<file path="src/rtl/plru_set_ctrl.sv">
// plru_set_ctrl: owns the per-set pLRU trees and sequences the shared pLRU unit; optional tree flush via `PLRU_CTRL_FLUSH_EN.
// Latency: handshake to resp_valid >= 3 cycles; req_ready low while a request/flush is in flight, ISSUE holds while plru_busy.
module plru_set_ctrl #(
  parameter int SETWAY   = 4,
  parameter int NUM_SETS = 64,
  localparam int BITS_SETWAY = $clog2(SETWAY),
  localparam int SET_W       = $clog2(NUM_SETS),
  localparam int TREE_W      = SETWAY - 1
) (
  input  logic                   i_clk,
  input  logic                   i_rst,
  input  logic                   i_req_valid,
  output logic                   o_req_ready,
  input  logic [SET_W-1:0]       i_req_set,
  input  logic                   i_req_hit,
  input  logic [BITS_SETWAY-1:0] i_req_way,
  output logic                   o_resp_valid,
  output logic [SET_W-1:0]       o_resp_set,
  output logic [BITS_SETWAY-1:0] o_resp_way,
  output logic [BITS_SETWAY-1:0] o_plru_line_num,
  output logic [TREE_W-1:0]      o_plru_bTree_in,
  output logic                   o_plru_hit,
  output logic                   o_plru_miss,
  output logic [BITS_SETWAY:0]   o_plru_linesInSet,
  input  logic [TREE_W-1:0]      i_plru_bTree_out,
  input  logic                   i_plru_bTree_valid,
  input  logic [BITS_SETWAY-1:0] i_plru_index_out,
  input  logic                   i_plru_busy,
  input  logic                   i_flush_req,
  output logic                   o_flush_done
);

  typedef enum logic [2:0] {
    ST_IDLE,
    ST_ISSUE,
    ST_WAIT,
    ST_RESP
`ifdef PLRU_CTRL_FLUSH_EN
    , ST_FLUSH
`endif
  } state_t;

  typedef struct packed {
    logic [SET_W-1:0]       set;
    logic                   hit;
    logic [BITS_SETWAY-1:0] way;
  } req_t;

  state_t                 r_state;
  state_t                 w_state_nxt;
  req_t                   r_req;
  logic [SET_W-1:0]       r_resp_set;
  logic [BITS_SETWAY-1:0] r_resp_way;
  logic [TREE_W-1:0]      r_tree [NUM_SETS];

  logic w_accept;
  logic w_issue;
  logic w_wb;
  logic w_flush_start;
  logic w_unused;

  // ---------------- state register ----------------
  always_ff @(posedge i_clk or negedge i_rst) begin
    if (!i_rst) r_state <= ST_IDLE;
    else        r_state <= w_state_nxt;
  end

`ifdef PLRU_CTRL_FLUSH_EN
  logic [SET_W-1:0] r_flush_idx;
  logic             r_flush_done;
  logic             w_flush_last;

  assign w_flush_start = (r_state == ST_IDLE) && i_flush_req;
  assign w_flush_last  = (r_state == ST_FLUSH) && (r_flush_idx == SET_W'(NUM_SETS - 1));
`else
  assign w_flush_start = 1'b0;
`endif

  // ---------------- next-state logic ----------------
  always_comb begin
    w_state_nxt = r_state;
    case (r_state)
      ST_IDLE: begin
        if (w_flush_start) begin
`ifdef PLRU_CTRL_FLUSH_EN
          w_state_nxt = ST_FLUSH;
`endif
        end else if (i_req_valid) begin
          w_state_nxt = ST_ISSUE;
        end
      end
      ST_ISSUE: if (!i_plru_busy)       w_state_nxt = ST_WAIT;
      ST_WAIT:  if (i_plru_bTree_valid) w_state_nxt = ST_RESP;
      ST_RESP:  w_state_nxt = ST_IDLE;
`ifdef PLRU_CTRL_FLUSH_EN
      ST_FLUSH: if (w_flush_last)       w_state_nxt = ST_IDLE;
`endif
      default:  w_state_nxt = ST_IDLE;
    endcase
  end

  // ---------------- outputs ----------------
  always_comb begin
    o_req_ready     = (r_state == ST_IDLE) && !w_flush_start;
    w_issue         = (r_state == ST_ISSUE) && !i_plru_busy;
    w_wb            = (r_state == ST_WAIT) && i_plru_bTree_valid;
    o_plru_hit      = w_issue && r_req.hit;
    o_plru_miss     = w_issue && !r_req.hit;
    o_plru_line_num = (w_issue && r_req.hit) ? r_req.way : '0;
    o_plru_bTree_in = w_issue ? r_tree[r_req.set] : '0;
    o_resp_valid    = (r_state == ST_RESP);
  end

  assign w_accept          = i_req_valid && o_req_ready;
  assign o_resp_set        = r_resp_set;
  assign o_resp_way        = r_resp_way;
  assign o_plru_linesInSet = (BITS_SETWAY + 1)'(SETWAY);

  // ---------------- request / response registers ----------------
  always_ff @(posedge i_clk or negedge i_rst) begin
    if (!i_rst) begin
      r_req      <= '0;
      r_resp_set <= '0;
      r_resp_way <= '0;
    end else begin
      if (w_accept) begin
        r_req.set <= i_req_set;
        r_req.hit <= i_req_hit;
        r_req.way <= i_req_way;
      end
      if (w_wb) begin
        r_resp_set <= r_req.set;
        r_resp_way <= r_req.hit ? r_req.way : i_plru_index_out;
      end
    end
  end

  // Single outstanding request, so the ISSUE-cycle read and the WAIT write-back never collide.
  always_ff @(posedge i_clk or negedge i_rst) begin
    if (!i_rst) begin
      for (int s = 0; s < NUM_SETS; s++) r_tree[s] <= '0;
    end else begin
      if (w_wb) r_tree[r_req.set] <= i_plru_bTree_out;
`ifdef PLRU_CTRL_FLUSH_EN
      if (r_state == ST_FLUSH) r_tree[r_flush_idx] <= '0;
`endif
    end
  end

`ifdef PLRU_CTRL_FLUSH_EN
  always_ff @(posedge i_clk or negedge i_rst) begin
    if (!i_rst) begin
      r_flush_idx  <= '0;
      r_flush_done <= 1'b0;
    end else begin
      r_flush_done <= w_flush_last;
      if (r_state == ST_FLUSH)
        r_flush_idx <= w_flush_last ? '0 : r_flush_idx + 1'b1;
    end
  end

  assign o_flush_done = r_flush_done;
  assign w_unused     = 1'b0;
`else
  assign o_flush_done = 1'b0;
  assign w_unused     = i_flush_req;
`endif

  // ---------------- protocol checks ----------------
  a_hit_miss_excl: assert property (@(posedge i_clk) disable iff (!i_rst)
    !(o_plru_hit && o_plru_miss));
  a_resp_pulse: assert property (@(posedge i_clk) disable iff (!i_rst)
    o_resp_valid |=> !o_resp_valid);
  a_issue_once: assert property (@(posedge i_clk) disable iff (!i_rst)
    (o_plru_hit || o_plru_miss) |=> !(o_plru_hit || o_plru_miss));

endmodule

</file>
<file path="config.mk">
export PLATFORM = sky130hd
export DESIGN_NAME = plru_set_ctrl
export DESIGN_NICKNAME = d
export VERILOG_FILES = /design/src/rtl/plru_set_ctrl.sv
export SDC_FILE = /design/constraint.sdc
export NUM_CORES = 1
export LEC_CHECK = 0
export ABC_CLOCK_PERIOD_IN_PS = 1700
export CORE_ASPECT_RATIO = 0.75
export CORE_MARGIN = 2
export CORE_UTILIZATION = 30
export DETAILED_ROUTE_END_ITERATION = 10
export GPL_TIMING_DRIVEN = 0
export SLEW_MARGIN = 20
export SYNTH_ARGS = -nofsm -noshare
export SYNTH_HDL_FRONTEND = slang
export SYNTH_SLANG_ARGS = --single-unit
</file>
<file path="constraint.sdc">
create_clock -name i_clk -period 1.7 [get_ports i_clk]
set_input_delay 0.255 -clock i_clk [delete_from_list [all_inputs] [get_ports i_clk]]
set_output_delay 0.255 -clock i_clk [all_outputs]
set_load 0.01 [all_outputs]
</file>
==> results by group, run 1 <==
Status
  • Status: finished, violations left
  • Violated checks: setup timing

Floorplan
  • Die Footprint: 35200 sq um
  • Die H: 163 microns
  • Core ar.: 33400 sq um
  • Initial Utilization: 0.303
  • Die Wd: 216 microns
  • Row cnt: 58
  • Top Ports: 41

Yosys
  • Post-Syn Instances: ~770
  • Yosys cell types: 56
  • Yosys warns: 0
  • Synth Register Bits: roughly 210
  • Post-synth EDFFs: 0
  • Top_reg_cell synth: dfrtp_1
  • Mapped cell area: approximately 10000 sq um
  • Sequential share of the synthesized area: 0.523
  • Synth Area per Inst: 13.2 sq um
  • Async set-reset flop share out of synthesis: 1.00

Timing
  • Final Hold Viols: 0
  • Max-slew violations: 0
  • Tmin final: 3010 ps
  • Endpoints failing setup: 200
  • Hold_ws: between 200 and 250 ps
  • Share of the cycle needed by the critical path after routing: 1.77
  • Setup ws final: -1310 ps
  • Relative slew slack: 0.446
  • Fmax: 332 MHz
  • Slew @ Worst Pin: approximately 830 ps
  • Skew final: between 9 and 10 ps
  • Fin Setup TNS: -50600 ps
  • RSZ-0062 raised after global routing: yes

Layout
  • Multi-input gate area: just under 6000 sq um
  • Non-Filler Instances: 1323
  • Most common cell after layout, fill and taps aside: dfrtp_1
  • Fill count: 3079
  • Seq. cell area: 5280 sq um
  • Final Util: 0.410
  • P&R area growth vs syn: 35.5%
  • Number of antenna diodes: 0
  • Final net count: 885
  • Commonest non-fill, non-tap cells in the layout: 210 x dfrtp_1, 134 x mux2_4, 79 x mux2_2
  • Final instance area: 13700 sq um
  • Ratio of cells with drive above 1 in the final layout: 0.557

Clocking
  • Clk root buf: clkbuf_16
  • CTS H-tree depth: 1
  • TritonCTS Sinks: 211
  • Clk_lat worst skew: ~520 ps
  • CTS tree: done
  • CTS buffer count: 22
  • Clk slew on worst S/H paths: 70 ps
  • Clock buffer depth: 3

Placement
  • Hpwl dp: 20400 microns
  • IO buf count: 32
  • GPL Wtd Cong: just under 0.9
  • Placed cells: 1251
  • Placed cell areas: 11200 sq um

GRT
  • Largest net degree at the start of global routing: 88
  • Gr ovfl total: 0
  • Total GRT Usage: 0.181
  • Antenna violations before repair: 0
  • First-pass GRT wire length: 48200 microns
  • Vias in the first global route: around 7300

Detailed routing
  • DR vias/cell: 5.34
  • 1st-iter DRT viols: about 640
  • WL per Instance: 24.0 microns
  • Residual DRC count: 0
  • DRT Pass-1 Iters: 5
  • Antenna viol nets, final: 0
  • Routed WL: between 30000 and 40000 microns
  • Vias: 7071

Worst setup path
  • Worst setup EP type: primary output
  • Register-to-register path setup slack: -360 ps
  • CP Cell Sequence: buf_12 -> buf_6 -> mux4_2 -> mux2i_4 -> o22ai_2 -> nor3_2 -> a31oi_2 -> buf_2
  • Worst Path Required: around 1400 ps
  • Critical-path top delay cell: mux4_2
  • Slowest cell delay on critical path: 520 ps
  • Crit path arrival time: 2760 ps
  • Bufs and invs on worst path: 3
  • Cell family with most CP delay: multiplexers
  • Startpoint types: register
  • Critical path class: register to primary output
  • Worst-path fanout max: 7

Power and ir drop
  • Switching share of power: 0.365
  • Pwr Density: roughly 1700 nW/um^2
  • Switching Power: 0.00850 W
  • Leak: 5.85 nW
  • Int Power: between 0.01 and 0.015 W
  • Worst VDD drop: 0.777 mV
  • Comb power frac: 0.451
  • Sequential share of power: 0.336
  • Clock share of power: 0.213

Hold path
  • Hold Crit Class: primary input to async pin

Run
  • Max Cap Violations: 0
[metrics by stage]
| stage | setup slack, ps | power, W |
|---|---|---|
| after floorplan | -137 | 0.0125 |
| after global placement | -8890 | 0.0151 |
| after detailed placement | -1460 | 0.0153 |
| after CTS | -1240 | 0.0228 |
| after global routing | -1300 | 0.0242 |
| final | -1310 | 0.0233 |
[cell usage after synthesis, drive strengths merged (2+ instances only)]
library cell | instances | area, sq um
a211oi | 3 | 27.5
a21oi | 12 | 60.1
a221oi | 21 | 196
a22o | 2 | 17.5
a22oi | 23 | 173
a31oi | 8 | 50.1
and2 | 4 | 27.5
and3 | 6 | 37.5
buf | 36 | 255
clkbuf | 24 | 90.1
conb | 2 | 7.51
dfrtp | 211 | 5280
ha | 4 | 50.1
inv | 5 | 18.8
mux2 | 216 | 2450
mux2i | 13 | 130
mux4 | 16 | 360
nand2 | 18 | 85.1
nand2b | 3 | 18.8
nand3 | 7 | 35.0
nand3b | 4 | 30.0
nor2 | 83 | 389
nor2b | 7 | 61.3
nor3 | 5 | 25.0
o211ai | 2 | 15.0
o21ai | 9 | 45.0
o22ai | 6 | 37.5
or3b | 2 | 17.5
[kinds of logic after synthesis]
| group | share of synthesized area |
|---|---|
| buffers and inverters | 0.0360 |
| adders and majority gates | 0.00495 |
| other | 0.000743 |
| and+or+nand+nor | 0.0749 |
| DFF | 0.523 |
| muxes | 0.291 |
| AOI/OAI and AO/OA | 0.0700 |
[final cells by class]
| class | count | area share |
|---|---|---|
| multi-input cells | 492 | 0.427 |
| inverters | 5 | 0.00137 |
| plain buffers | 59 | 0.0412 |
| repair buffers | 70 | 0.0507 |
| flip-flops and latches | 211 | 0.386 |
| clock buffers | 30 | 0.0462 |
| clock inverters | 6 | 0.00631 |
| well taps | 450 | 0.0411 |
[what timing repair did]
item	CTS	global route
buffers inserted	31	6
hold buffers	1	0
resized for setup	349	47
setup endpoints to repair	206	219
pin swaps	48	56
cloned	1	1
endpoints found under the hold margin	38	0
[metal layers]
metal,share of wire,track usage,up-vias
met3,0.077,0.0458,75
li1,-,-,3001
met2,0.42,0.261,292
met1,0.47,0.266,3703
met5,0,0,-
met4,0.029,0.0514,0
[sequential cells by signal, summed over array words and instances (netlist names)]
name / count
o_resp_set: 6
o_resp_way: 2
r_req: 9
r_state: 2
r_tree: 192
[path summary, 6_finish.rpt]
| check | to | depth (start not counted) | start |
|---|---|---|---|
| max | o_plru_bTree_in[2] | 8 | r_req[4] |
| min | r_tree[163] | 2 | i_rst |
| max reg2reg | r_tree[155] | 9 | r_req[4] |
| min reg2reg | o_resp_set[1] | 1 | o_resp_set[1] |
| max in group asynchronous | r_tree[48] | 3 | i_rst |
| min in group i_clk | r_req[6] | 2 | i_req_set[3] |
[power by group through the flow]
stage                     clock network [W]  logic (W)  registers (W)
after floorplan                           0    0.00503        0.00749
after global placement                    0    0.00738        0.00774
after detailed placement                  0    0.00749        0.00776
after CTS                           0.00500    0.00999        0.00777
after global routing                0.00520     0.0110        0.00803
final                               0.00496     0.0105        0.00783
No activity file was read; power rests on OpenSTA's default activity.
==> run 2, diff against run 1 <==
--- a/config.mk
+++ b/config.mk
@@ -9,6 +9,7 @@
 export CORE_ASPECT_RATIO = 0.75
 export CORE_MARGIN = 2
 export CORE_UTILIZATION = 30
+export CTS_CLUSTER_DIAMETER = 40
 export DETAILED_ROUTE_END_ITERATION = 10
 export GPL_TIMING_DRIVEN = 0
 export SLEW_MARGIN = 20
==> results by group, run 2 (synthesis gave the netlist of run 1 again) <==
Status
  • Status: finished, violations left
  • Violated checks: setup timing

Power and ir drop
  • Clock share of power: 0.225
  • Leak: 6.05 nW
  • Worst VDD drop: 0.879 mV
  • Switching share of power: 0.365
  • Pwr Density: 1740 nW/um^2
  • Tot Pwr: 0.0246 W
  • Comb power frac: 0.457
  • Switching Power: 0.00899 W
  • Sequential share of power: 0.319
  • Int Power: 0.0156 W

Detailed routing
  • Vias: 7232
  • Antenna viol nets, final: 0
  • DR vias/cell: 5.35
  • 1st-iter DRT viols: 657
  • DRT Pass-1 Iters: 5
  • WL per Instance: 24.4 microns
  • Routed WL: around 33000 microns
  • Residual DRC count: 0

Floorplan
  • Die Footprint: 35200 sq um
  • Core ar.: 33400 sq um
  • Row cnt: 58
  • Die H: 163 microns
  • Top Ports: a little over 40
  • Die Wd: 216 microns
  • Initial Utilization: 0.303

Timing
  • Fmax: 332 MHz
  • RSZ-0062 raised after global routing: yes
  • Setup ws final: -1310 ps
  • Tmin final: 3010 ps
  • Endpoints failing setup: 214
  • Max-slew violations: 0
  • Skew final: 28.1 ps
  • Hold_ws: roughly 230 ps
  • Share of the cycle needed by the critical path after routing: 1.77
  • Final Hold Viols: 0
  • Relative slew slack: 0.426
  • Slew @ Worst Pin: approximately 860 ps

GRT
  • GR Util met3: 0.0444
  • Vias in the first global route: 7344
  • Total GRT Usage: 0.183
  • Largest net degree at the start of global routing: a little under 90
  • Met2 usage: 0.266
  • Global route hottest layer: met1
  • First-pass GRT wire length: around 48000 microns
  • Antenna violations before repair: 0
  • Gr ovfl total: 0
  • Met1 GRT Util: 0.269

Layout
  • Largest Register: r_tree
  • Ratio of cells with drive above 1 in the final layout: 0.569
  • Most common cell after layout, fill and taps aside: dfrtp_1
  • Fill count: 3022
  • Max FFs per register: 192
  • P&R area growth vs syn: 40.0%
  • Number of antenna diodes: 0
  • Commonest non-fill, non-tap cells in the layout: 210 x dfrtp_1, 153 x mux2_4, 69 x nor2_4
  • Final net count: 908

Clocking
  • Clk slew on worst S/H paths: 60 ps
  • CTS H-tree depth: 1
  • CTS tree: done
  • CTS buffer count: 26
  • Clk_lat worst skew: 540 ps
  • Clock buffer depth: 3
  • Clk root buf: clkbuf_16
  • TritonCTS Sinks: 211

Placement
  • GPL Wtd Cong: 0.869
  • Hpwl dp: roughly 20000 microns
  • IO buf count: 32
  • Pre-CTS setup slack: -1460 ps

Run
  • Max Cap Violations: 0

Worst setup path
  • Startpoint types: register
  • Reg2reg start: r_req[4]
  • Critical path class: register to primary output
  • Worst-path fanout max: 8
  • Crit path arrival time: around 2800 ps
  • Start point of the critical path: r_req[4]
  • Worst Path Required: ~1400 ps
  • Worst setup EP type: primary output

Hold path
  • Hold Crit Class: primary input to async pin
run 2: changes by cell type in the layout (fill, tap and decap cells not counted), sizes merged:
cell,change
buf,+22
clkinv,+3
clkbuf,+3
clkdlybuf4s15,-1
bufinv,-1
clkinvlp,+3
and2,-1
inv,+2
run 2: final timing paths:
kind / slack, ps / endpoint / cells past startpoint
max: -1310 / o_plru_bTree_in[2] / 8
min: 230 / r_tree[163] / 2
max reg2reg: -500 / r_tree[151] / 10
min reg2reg: 490 / o_resp_set[1] / 1
max in group asynchronous: 710 / r_req[4] / 3
min in group i_clk: 330 / r_req[7] / 2
run 2: what timing repair did:
action	CTS	global route
endpoints found under the setup margin	209	222
pin swaps	32	58
hold endpoints to repair	38	0
setup buffers	38	17
hold buffers	1	0
gates resized for setup	300	134
cloned	0	2
run 2: critical path: stages (launching register included):
cell	delay, ps
dfrtp_2	440
buf_12	160
buf_6	110
mux4_2	520
mux2i_4	280
o22ai_2	150
nor3_2	220
a31oi_2	160
buf_2	160
run 2: power groups by stage:
stage / sequential (W) / combinational, W / clock (W)
5_1_grt: 0.00804 / 0.0117 / 0.00582
6_report: 0.00785 / 0.0112 / 0.00553
2_1_floorplan: 0.00749 / 0.00503 / 0
3_3_place_gp: 0.00774 / 0.00738 / 0
4_1_cts: 0.00777 / 0.00988 / 0.00560
3_5_place_dp: 0.00776 / 0.00749 / 0
run 2: per-stage QoR:
stage,area [sq um],std cells,utilization,TNS (ps)
6_report,14100,1353,0.424,-66230
5_1_grt,14100,1353,0.424,-73420
4_1_cts,13500,1336,0.403,-56280
3_5_place_dp,11200,1251,0.335,-98700
3_3_place_gp,11100,1249,0.333,-1967350
2_1_floorplan,10200,767,-,-3360
run 2: area by class of cell:
| cell class | count | area [sq um] | area share |
|---|---|---|---|
| Multi-Input combinational cell | 491 | 5930 | 0.420 |
| Clock buffer | 34 | 742 | 0.0525 |
| Clock inverter | 13 | 116 | 0.00823 |
| Inverter | 5 | 18.8 | 0.00133 |
| Sequential cell | 211 | 5280 | 0.373 |
| Tap cell | 450 | 563 | 0.0398 |
| Buffer | 58 | 522 | 0.0369 |
| Timing Repair Buffer | 91 | 967 | 0.0684 |
run 2: routing by layer:
| layer | up-vias | routed length (microns) |
|---|---|---|
| met3 | 71 | 2630 |
| met5 | - | 0 |
| met1 | 3815 | 15300 |
| met4 | 0 | 914 |
| met2 | 289 | 14200 |
| li1 | 3057 | - |
